File: src/rtl/pconv_sched_if.sv
`timescale 1ns/1ps
// pconv_sched_if: signal bundle between pconv_sched and its neighbours.
// The neighbours are the layer FSM, the IFM/OFM RAMs and the pointwise PE array.
// master = the sequencer's view; slave = the view of the surrounding logic.
interface pconv_sched_if #(
   parameter int N      = 16,
   parameter int LW     = 2,
   parameter int ADDR_W = 6
);
   logic              start;
   logic [LW-1:0]     bank_in;
   logic              hold;
   logic              busy;
   logic              done;
   logic              err;
   logic              ifm_rd;
   logic [ADDR_W-1:0] ifm_addr;
   logic [N-1:0]      ifm_rdata;
   logic              pe_vld;
   logic [N-1:0]      pe_din;
   logic [LW-1:0]     bank_sel;
   logic              pe_dout_vld;
   logic              ofm_we;
   logic [ADDR_W-1:0] ofm_addr;

   modport master (
      input  start, bank_in, hold, ifm_rdata, pe_dout_vld,
      output busy, done, err, ifm_rd, ifm_addr, pe_vld, pe_din, bank_sel, ofm_we, ofm_addr
   );

   modport slave (
      output start, bank_in, hold, ifm_rdata, pe_dout_vld,
      input  busy, done, err, ifm_rd, ifm_addr, pe_vld, pe_din, bank_sel, ofm_we, ofm_addr
   );
endinterface

File: src/rtl/pconv_sched.sv
`timescale 1ns/1ps
// pconv_sched: sequencer for one pointwise-conv layer pass.
// It streams INPUT_SIZE^2 IFM pixels into the PE array, at most one per clock, and pauses
// while hold is high. It holds the weight/bias/shift bank select for the whole pass, writes
// each PE output vector to the OFM, and pulses done at the end of the pass.
// Optional build macro PCONV_SCHED_TIMEOUT_EN adds a drain watchdog. The watchdog sets the
// sticky err flag and forces completion after 255 idle DRAIN clocks.
//
// state | meaning
// IDLE  | waiting for start; bank_sel keeps the last pass's bank
// FEED  | issuing IFM reads (one per clk unless hold); output writes may already occur
// DRAIN | all reads issued; waiting for the remaining PE output vectors
// DONE  | one clock: done=1, busy=1; back to IDLE next clock
module pconv_sched #(
   parameter int N          = 16,
   parameter int INPUT_SIZE = 6,
   parameter int NUM_BANKS  = 4,
   parameter int ADDR_W     = 6
) (
   input logic           clk,
   input logic           rst_n,
   pconv_sched_if.master bus
);
   localparam int TOTAL = INPUT_SIZE * INPUT_SIZE;
   localparam int LW    = (NUM_BANKS > 1) ? $clog2(NUM_BANKS) : 1;
   localparam int CW    = ADDR_W + 1;
   localparam logic [CW-1:0] LAST_C = CW'(TOTAL - 1);

   typedef enum logic [1:0] {IDLE, FEED, DRAIN, DONE} state_t;

   state_t        state, state_nxt;
   logic [CW-1:0] rd_cnt, wr_cnt;
   logic [LW-1:0] bank_q;
   logic          busy_q;
   logic          rd_d;
   logic [N-1:0]  din_q;
   logic [N-1:0]  pe_din_w;
   logic          start_ok, rd_go, wr_go, timeout;

   // Next-state logic plus the per-clock read/write strobes.
   always_comb begin
      state_nxt = state;
      start_ok  = 1'b0;
      rd_go     = 1'b0;
      wr_go     = 1'b0;
      unique case (state)
         IDLE: begin
            if (bus.start) begin
               start_ok  = 1'b1;
               state_nxt = FEED;
            end
         end
         FEED: begin
            rd_go = !bus.hold;
            wr_go = bus.pe_dout_vld;
            if (rd_go && rd_cnt == LAST_C) state_nxt = DRAIN;
            // The output count completing during FEED means the datapath misbehaved.
            // The pass still completes.
            if (wr_go && wr_cnt == LAST_C) state_nxt = DONE;
         end
         DRAIN: begin
            wr_go = bus.pe_dout_vld;
            if (wr_go && wr_cnt == LAST_C) state_nxt = DONE;
            else if (timeout)              state_nxt = DONE;
         end
         DONE: state_nxt = IDLE;
         default: state_nxt = IDLE;
      endcase
   end

   // State register, pass counters, bank latch and busy flag.
   always_ff @(posedge clk) begin
      if (!rst_n) begin
         state  <= IDLE;
         rd_cnt <= '0;
         wr_cnt <= '0;
         bank_q <= '0;
         busy_q <= 1'b0;
      end else begin
         state <= state_nxt;
         if (start_ok) begin
            busy_q <= 1'b1;
            bank_q <= bus.bank_in;
            rd_cnt <= '0;
            wr_cnt <= '0;
         end else begin
            if (rd_go) rd_cnt <= rd_cnt + CW'(1);
            if (wr_go) wr_cnt <= wr_cnt + CW'(1);
            if (state == DONE) busy_q <= 1'b0;
         end
      end
   end

   // The feed pipe matches the one-clock RAM read latency. pe_din follows the RAM word while
   // pe_vld is high and otherwise holds the last pixel delivered.
   always_ff @(posedge clk) begin
      if (!rst_n) begin
         rd_d  <= 1'b0;
         din_q <= '0;
      end else begin
         rd_d  <= rd_go;
         din_q <= pe_din_w;
      end
   end

   assign pe_din_w = rd_d ? bus.ifm_rdata : din_q;

`ifdef PCONV_SCHED_TIMEOUT_EN
   logic [7:0] idle_cnt;
   logic       err_q;

   // The 254th idle count is the point where the 255th idle DRAIN clock would complete.
   assign timeout = (state == DRAIN) && !bus.pe_dout_vld && (idle_cnt == 8'd254);

   // Counts consecutive DRAIN clocks without an output vector; zero outside DRAIN.
   always_ff @(posedge clk) begin
      if (!rst_n)
         idle_cnt <= '0;
      else if (state == DRAIN && !bus.pe_dout_vld && state_nxt == DRAIN)
         idle_cnt <= idle_cnt + 8'd1;
      else
         idle_cnt <= '0;
   end

   // Sticky drain-timeout flag, cleared when a new pass is accepted.
   always_ff @(posedge clk) begin
      if (!rst_n)        err_q <= 1'b0;
      else if (start_ok) err_q <= 1'b0;
      else if (timeout)  err_q <= 1'b1;
   end

   assign bus.err = err_q;
`else
   assign timeout = 1'b0;
   assign bus.err = 1'b0;
`endif

   assign bus.busy     = busy_q;
   assign bus.done     = (state == DONE);
   assign bus.bank_sel = bank_q;
   assign bus.ifm_rd   = rd_go;
   assign bus.ifm_addr = rd_go ? rd_cnt[ADDR_W-1:0] : '0;
   assign bus.pe_vld   = rd_d;
   assign bus.pe_din   = pe_din_w;
   assign bus.ofm_we   = wr_go;
   assign bus.ofm_addr = wr_go ? wr_cnt[ADDR_W-1:0] : '0;
endmodule

File: src/flat_wrapper.sv
// flat-port wrapper written by rule: the top's interface ports become plain ports
module pconv_sched_flat 
#(
   parameter int N          = 16,
   parameter int INPUT_SIZE = 6,
   parameter int NUM_BANKS  = 4,
   parameter int ADDR_W     = 6
)
  (clk, rst_n, bus_start, bus_bank_in, bus_hold, bus_ifm_rdata, bus_pe_dout_vld, bus_busy, bus_done, bus_err, bus_ifm_rd, bus_ifm_addr, bus_pe_vld, bus_pe_din, bus_bank_sel, bus_ofm_we, bus_ofm_addr);
  pconv_sched_if #(.N(N), .LW((2)), .ADDR_W(ADDR_W)) bus_i ();
  input logic clk;
  input logic rst_n;
  input wire logic [$bits(bus_i.start)-1:0] bus_start;
  input wire logic [$bits(bus_i.bank_in)-1:0] bus_bank_in;
  input wire logic [$bits(bus_i.hold)-1:0] bus_hold;
  input wire logic [$bits(bus_i.ifm_rdata)-1:0] bus_ifm_rdata;
  input wire logic [$bits(bus_i.pe_dout_vld)-1:0] bus_pe_dout_vld;
  output wire logic [$bits(bus_i.busy)-1:0] bus_busy;
  output wire logic [$bits(bus_i.done)-1:0] bus_done;
  output wire logic [$bits(bus_i.err)-1:0] bus_err;
  output wire logic [$bits(bus_i.ifm_rd)-1:0] bus_ifm_rd;
  output wire logic [$bits(bus_i.ifm_addr)-1:0] bus_ifm_addr;
  output wire logic [$bits(bus_i.pe_vld)-1:0] bus_pe_vld;
  output wire logic [$bits(bus_i.pe_din)-1:0] bus_pe_din;
  output wire logic [$bits(bus_i.bank_sel)-1:0] bus_bank_sel;
  output wire logic [$bits(bus_i.ofm_we)-1:0] bus_ofm_we;
  output wire logic [$bits(bus_i.ofm_addr)-1:0] bus_ofm_addr;
  assign bus_i.start = bus_start;
  assign bus_i.bank_in = bus_bank_in;
  assign bus_i.hold = bus_hold;
  assign bus_i.ifm_rdata = bus_ifm_rdata;
  assign bus_i.pe_dout_vld = bus_pe_dout_vld;
  assign bus_busy = bus_i.busy;
  assign bus_done = bus_i.done;
  assign bus_err = bus_i.err;
  assign bus_ifm_rd = bus_i.ifm_rd;
  assign bus_ifm_addr = bus_i.ifm_addr;
  assign bus_pe_vld = bus_i.pe_vld;
  assign bus_pe_din = bus_i.pe_din;
  assign bus_bank_sel = bus_i.bank_sel;
  assign bus_ofm_we = bus_i.ofm_we;
  assign bus_ofm_addr = bus_i.ofm_addr;
  pconv_sched #(.N(N), .INPUT_SIZE(INPUT_SIZE), .NUM_BANKS(NUM_BANKS), .ADDR_W(ADDR_W)) u_core (.clk(clk), .rst_n(rst_n), .bus(bus_i));
endmodule
File: config.mk
export PLATFORM = sky130hd
export DESIGN_NAME = pconv_sched_flat
export DESIGN_NICKNAME = d
export VERILOG_FILES = /design/src/rtl/pconv_sched_if.sv /design/src/rtl/pconv_sched.sv /design/src/flat_wrapper.sv
export SDC_FILE = /design/constraint.sdc
export NUM_CORES = 1
export LEC_CHECK = 0
export BUFFER_PORTS_ARGS = -buffer_cell sky130_fd_sc_hd__buf_2
export CAP_MARGIN = 20
export CORE_MARGIN = 2
export CORE_UTILIZATION = 35
export CTS_CLUSTER_SIZE = 16
export DETAILED_ROUTE_END_ITERATION = 8
export SYNTH_ARGS = -nofsm -noshare
export SYNTH_HDL_FRONTEND = slang
export SYNTH_SLANG_ARGS = --single-unit
File: constraint.sdc
create_clock -name clk -period 2.1 [get_ports clk]
set_input_delay 0.315 -clock clk [delete_from_list [all_inputs] [get_ports clk]]
set_output_delay 0.315 -clock clk [all_outputs]
set_load 0.02 [all_outputs]
# After elaboration in Yosys (flattened, before gate mapping)
# Cells that the tools add are included.
[totals]
reg_bits = 36
inputBits = 23
output_inout_bits = 36
elab_cells = 40
[op_classes]
n_addsub = 2
n_eq_ne = 8
mux = 14
bitwise = 1
reduce_logical = 8
[ops]
columns = ["op", "count"]
rows = [
  ["$mux 16", 1],
  ["$add 7x1->7 const B", 2],
  ["$eq 7x6->1 const B", 2],
  ["$mux 6", 2],
  ["$mux 2", 4],
  ["$pmux 2 s4", 1],
  ["$mux 1", 6],
  ["$eq 2x2->1 const B", 2],
  ["$reduce_or 2->1", 2],
  ["$ne 3x1->1 const B", 1],
  ["$reduce_and 3->1", 1],
  ["$eq 2x1->1 const B", 1],
  ["$logic_and 1x1->1", 2],
  ["$logic_not 2->1", 1],
  ["$ne 2x1->1 const B", 1],
  ["$ne 2x2->1 const B", 1],
  ["$reduce_bool 2->1", 1],
  ["$logic_not 1->1", 1],
  ["$not 1->1", 1],
]

# Longest topological paths before layout
[logic_depth]
depth_word = 5
mapped_depth = 7
depth_no_buf = 6

# Worst setup path after synthesis
# Ideal clock, no wire load.
[synth_timing]
path_type = "register to output"
start = "reg u_core.rd_d, in the netlist u_core.bus.pe_vld"
end = "out bus_pe_din[10]"
t_arrival_ps = 1290
path_slack_ps = 495
path_stages_with_launch = 4
n_path_buf = 2
cell_sequence = "dfxtp_1 buf_2 buf_2 mux2_1"
[synth_via]
elab_chain_len = 1
[synth_rtl]
columns = ["element", "line_no", "text"]
rows = [
  ["start: declaration", "pconv_sched.sv:35", "logic rd_d;"],
  ["start signal: assignment", "pconv_sched.sv:101", "rd_d <= rd_go;"],
  ["$mux 16", "pconv_sched.sv:106", "assign pe_din_w = rd_d ? bus.ifm_rdata : din_q;"],
  ["end: declaration", "flat_wrapper.sv:24", "output wire logic [$bits(bus_i.pe_din)-1:0] bus_pe_din;"],
]
# Every way passes these cells.

# Final worst setup path
[layout_timing]
start = "reg u_core.state[1]"
end = "out bus_ifm_addr[4]"
[layout_via]
elab_chain_len = 3
[layout_rtl]
columns = ["element", "line_no", "text"]
rows = [
  ["start: declaration", "pconv_sched.sv:31", "state_t state, state_nxt;"],
  ["start signal: assignment", "pconv_sched.sv:80", "state <= state_nxt;"],
  ["$eq 2x1->1", "pconv_sched.sv:46", "unique case (state)"],
  ["$mux 1", "pconv_sched.sv:46", ""],
  ["$mux 6", "pconv_sched.sv:142", "assign bus.ifm_addr = rd_go ? rd_cnt[ADDR_W-1:0] : '0;"],
  ["end: declaration", "flat_wrapper.sv:22", "output wire logic [$bits(bus_i.ifm_addr)-1:0] bus_ifm_addr;"],
]
# Every way passes these cells.

==> out/metrics.cfg <==
[outcome]
outcome=finished clean

[route]
drtIter0Drc=19
dr.pass1.iters=4
drc=0
vias_per_cell=4.64
wl_met2_um=1390
wl_met1_um=1520
num_vias=1319
drt-wirelength-per-cell_um=11.3
wl_met3_um=247
ant_nets=0
drt_wl_total_um=3210
highest_layer=met4

[pwr]
clkPwrFrac_pct=27.3
p_per_area_nw_per_um2=877
sw_frac_of_total_pct=33.3
combinationalPowerShare_pct=30.4
peakVddDrop_v=0.000267
leakagePower_nw=1.05
internal_power_mw=1.23
seqPwrFrac_pct=42.3
p_switching_mw=0.613

[setup_path]
critPathMaxFanout=14
slowest_delay_ps=360
crit_required_ps=1780
cp_cell_sequence=inv_1, ha_1, nor2b_4, and2_1, buf_2
critical_path.startpoint_type=flip-flop
cp-end-kind=primary output
worst_ep_arrival_time_ps=1610
critPathBufInv=2
crit_family=simple AND/OR/NAND/NOR gates
criticalPathCategory=reg2out
cp_slowest_cell=dfxtp_1

[sta]
clock-skew-final_ps=1.22
period_share_pct=91.7
tns_ps=0
min_period_ps=1930
rsz0062_at_grt=no
hold_viol_final=0
clock.fmax_mhz=519
drv_slew=0
finalSetupViolations=0

[synth]
synthTopCellsByCount=36 x dfxtp_1, 26 x and2_1, 16 x mux2_1, 16 x nor2_1, 11 x nand2_1
ys_async_sr_fraction_pct=0
synth_top_area_share_pct=42.8
seq_area_frac_synth_pct=42.8
postSynthAreaPerCell_um2=9.80
synth_nets=202
synth_edf_count=0
yosys.cell_count.top_type=dfxtp_1
ys_top_cells_by_area=dfxtp_1 43%, mux2_1 11%, and2_1 9.7%, ha_1 5.2%, xor2_1 4.2%
yosys_most_used_dff=dfxtp_1
synth_top_cell_by_area=dfxtp_1
syn_area_um2=1690
synth-seq-cells=36
synth.distinct_cells=32
synth_cells=172
yosysWarningCount=0

[placement]
dp.final_hpwl_um=2370
post-place-cells=276
port_buffers=57
gp_congestion=0.803

[floorplanning]
rows=25
core_area_um2=4690
die-height_um=73.4
start_util_pct=35.9
die_w_um=73.4
dieArea_um2=5390
io_pins=59

[job]
maxCapViolCount=0

[global_route]
grt_overflow=0
antenna_found_initial=0
grt_pass1_vias=1197
grt_pass1_wl_um=5120
grtUsageTotal_pct=12.4
grt_max_degree=25

[clock_network]
holdBufCountCts=0
cts_sinks=36
numCtsBuffers=5
ctsResizeCount=0
ctsLongestPathBuffers=2
worstSkewPairLatency_ps=280
cts_tree=yes
cts_root_buf=clkbuf_8
path_clk_slew_ps=70
cts_setup_buffers=0
htree_levels=2

[min_path]
hold_path_class=in2reg

[layout]
drive_gt1_share_pct=31.3
diodes=0
final_cells=284
area_growth_pct=24.6
fin_nets=259

-- area by class of cell --
cell class | count | area, um^2
Timing Repair Buffer | 58 | 293
Fill cell | 484 | 2590
Tap cell | 54 | 67.6
Clock inverter | 2 | 10.0
Multi-Input combinational cell | 126 | 920
Inverter | 2 | 7.51
Sequential cell | 36 | 721
Clock buffer | 6 | 82.6
-- registers in the layout, summed over array words and instances, names as in the netlist --
name,cells
u_core.bus.bank_sel,2
u_core.wr_cnt,7
u_core.state,2
u_core.din_q,16
u_core.bus.pe_vld,1
u_core.rd_cnt,7
u_core.bus.busy,1
-- worst reg2reg max path, delay by kind of cell, from the launching register on --
family | cells | cell delay [ps]
buf+inv | 1 | 110
simple gates | 3 | 850
compound gates | 1 | 140
fa+ha+maj | 1 | 200
flops | 1 | 360
-- cells in the final DEF (no fill, tap or decap), types with 2 or more instances in the layout --
cell type	count
buf_2	57
dfxtp_1	36
and2_1	25
mux2_1	16
nor2_1	16
nand2_1	11
and3_1	9
xor2_1	8
ha_1	7
clkbuf_8	6
nand3_1	5
a21oi_1	4
mux2i_1	3
a21boi_0	3
xnor2_1	3
inv_1	2
nor4b_2	2
clkinv_2	2
-- cell families (layout without fill, tap and decap cells) --
kind of cell    count (synthesis)  in the layout  share of synthesized area, %
simple gates                   77             77                          26.6
mux                            19             19                          12.5
flops                          36             36                          42.8
xor+xnor                       11             11                          5.72
fa+ha+maj                       7              7                          5.20
compound gates                 11             11                          4.31
other cells                     1              1                         0.223
buf+inv                        10             68                          2.75
-- stage by stage --
stage	setup slack (ps)	hold slack [ps]	util [%]	instance area, um^2	total power, mW
floorplan	495	466	-	1690	1.21
CTS	114	279	44.7	2100	1.88
detailed placement	372	454	42.8	2010	1.36
finish	173	284	44.8	2100	1.84
global placement	420	451	42.8	2010	1.35
global route	19.7	314	44.8	2100	1.96
-- power by group through the flow --
| stage | sequential [mW] | combinational (mW) | clock [mW] |
|---|---|---|---|
| floorplan | 0.804 | 0.406 | 0 |
| finish | 0.779 | 0.559 | 0.504 |
| global route | 0.786 | 0.627 | 0.543 |
| global placement | 0.792 | 0.559 | 0 |
| CTS | 0.779 | 0.568 | 0.529 |
| detailed placement | 0.795 | 0.564 | 0 |
-- metal layers --
| layer | track usage (%) | vias to the layer above |
|---|---|---|
| met2 | 20.8 | 51 |
| li1 | - | 683 |
| met5 | 0 | - |
| met3 | 3.84 | 7 |
| met1 | 14.1 | 578 |
| met4 | 6.67 | 0 |
-- path summary, 6_finish.rpt --
| path | from | cells past startpoint | to | slack, ps |
|---|---|---|---|---|
| max | u_core.state[1] | 5 | bus_ifm_addr[4] | 170 |
| min | bus_bank_in[0] | 3 | u_core.bus.bank_sel[0] | 280 |
| max reg2reg | u_core.state[1] | 6 | u_core.rd_cnt[5] | 370 |
| min reg2reg | u_core.bus.bank_sel[0] | 2 | u_core.bus.bank_sel[0] | 460 |
Note: power is estimated with default switching activity, not from simulation.
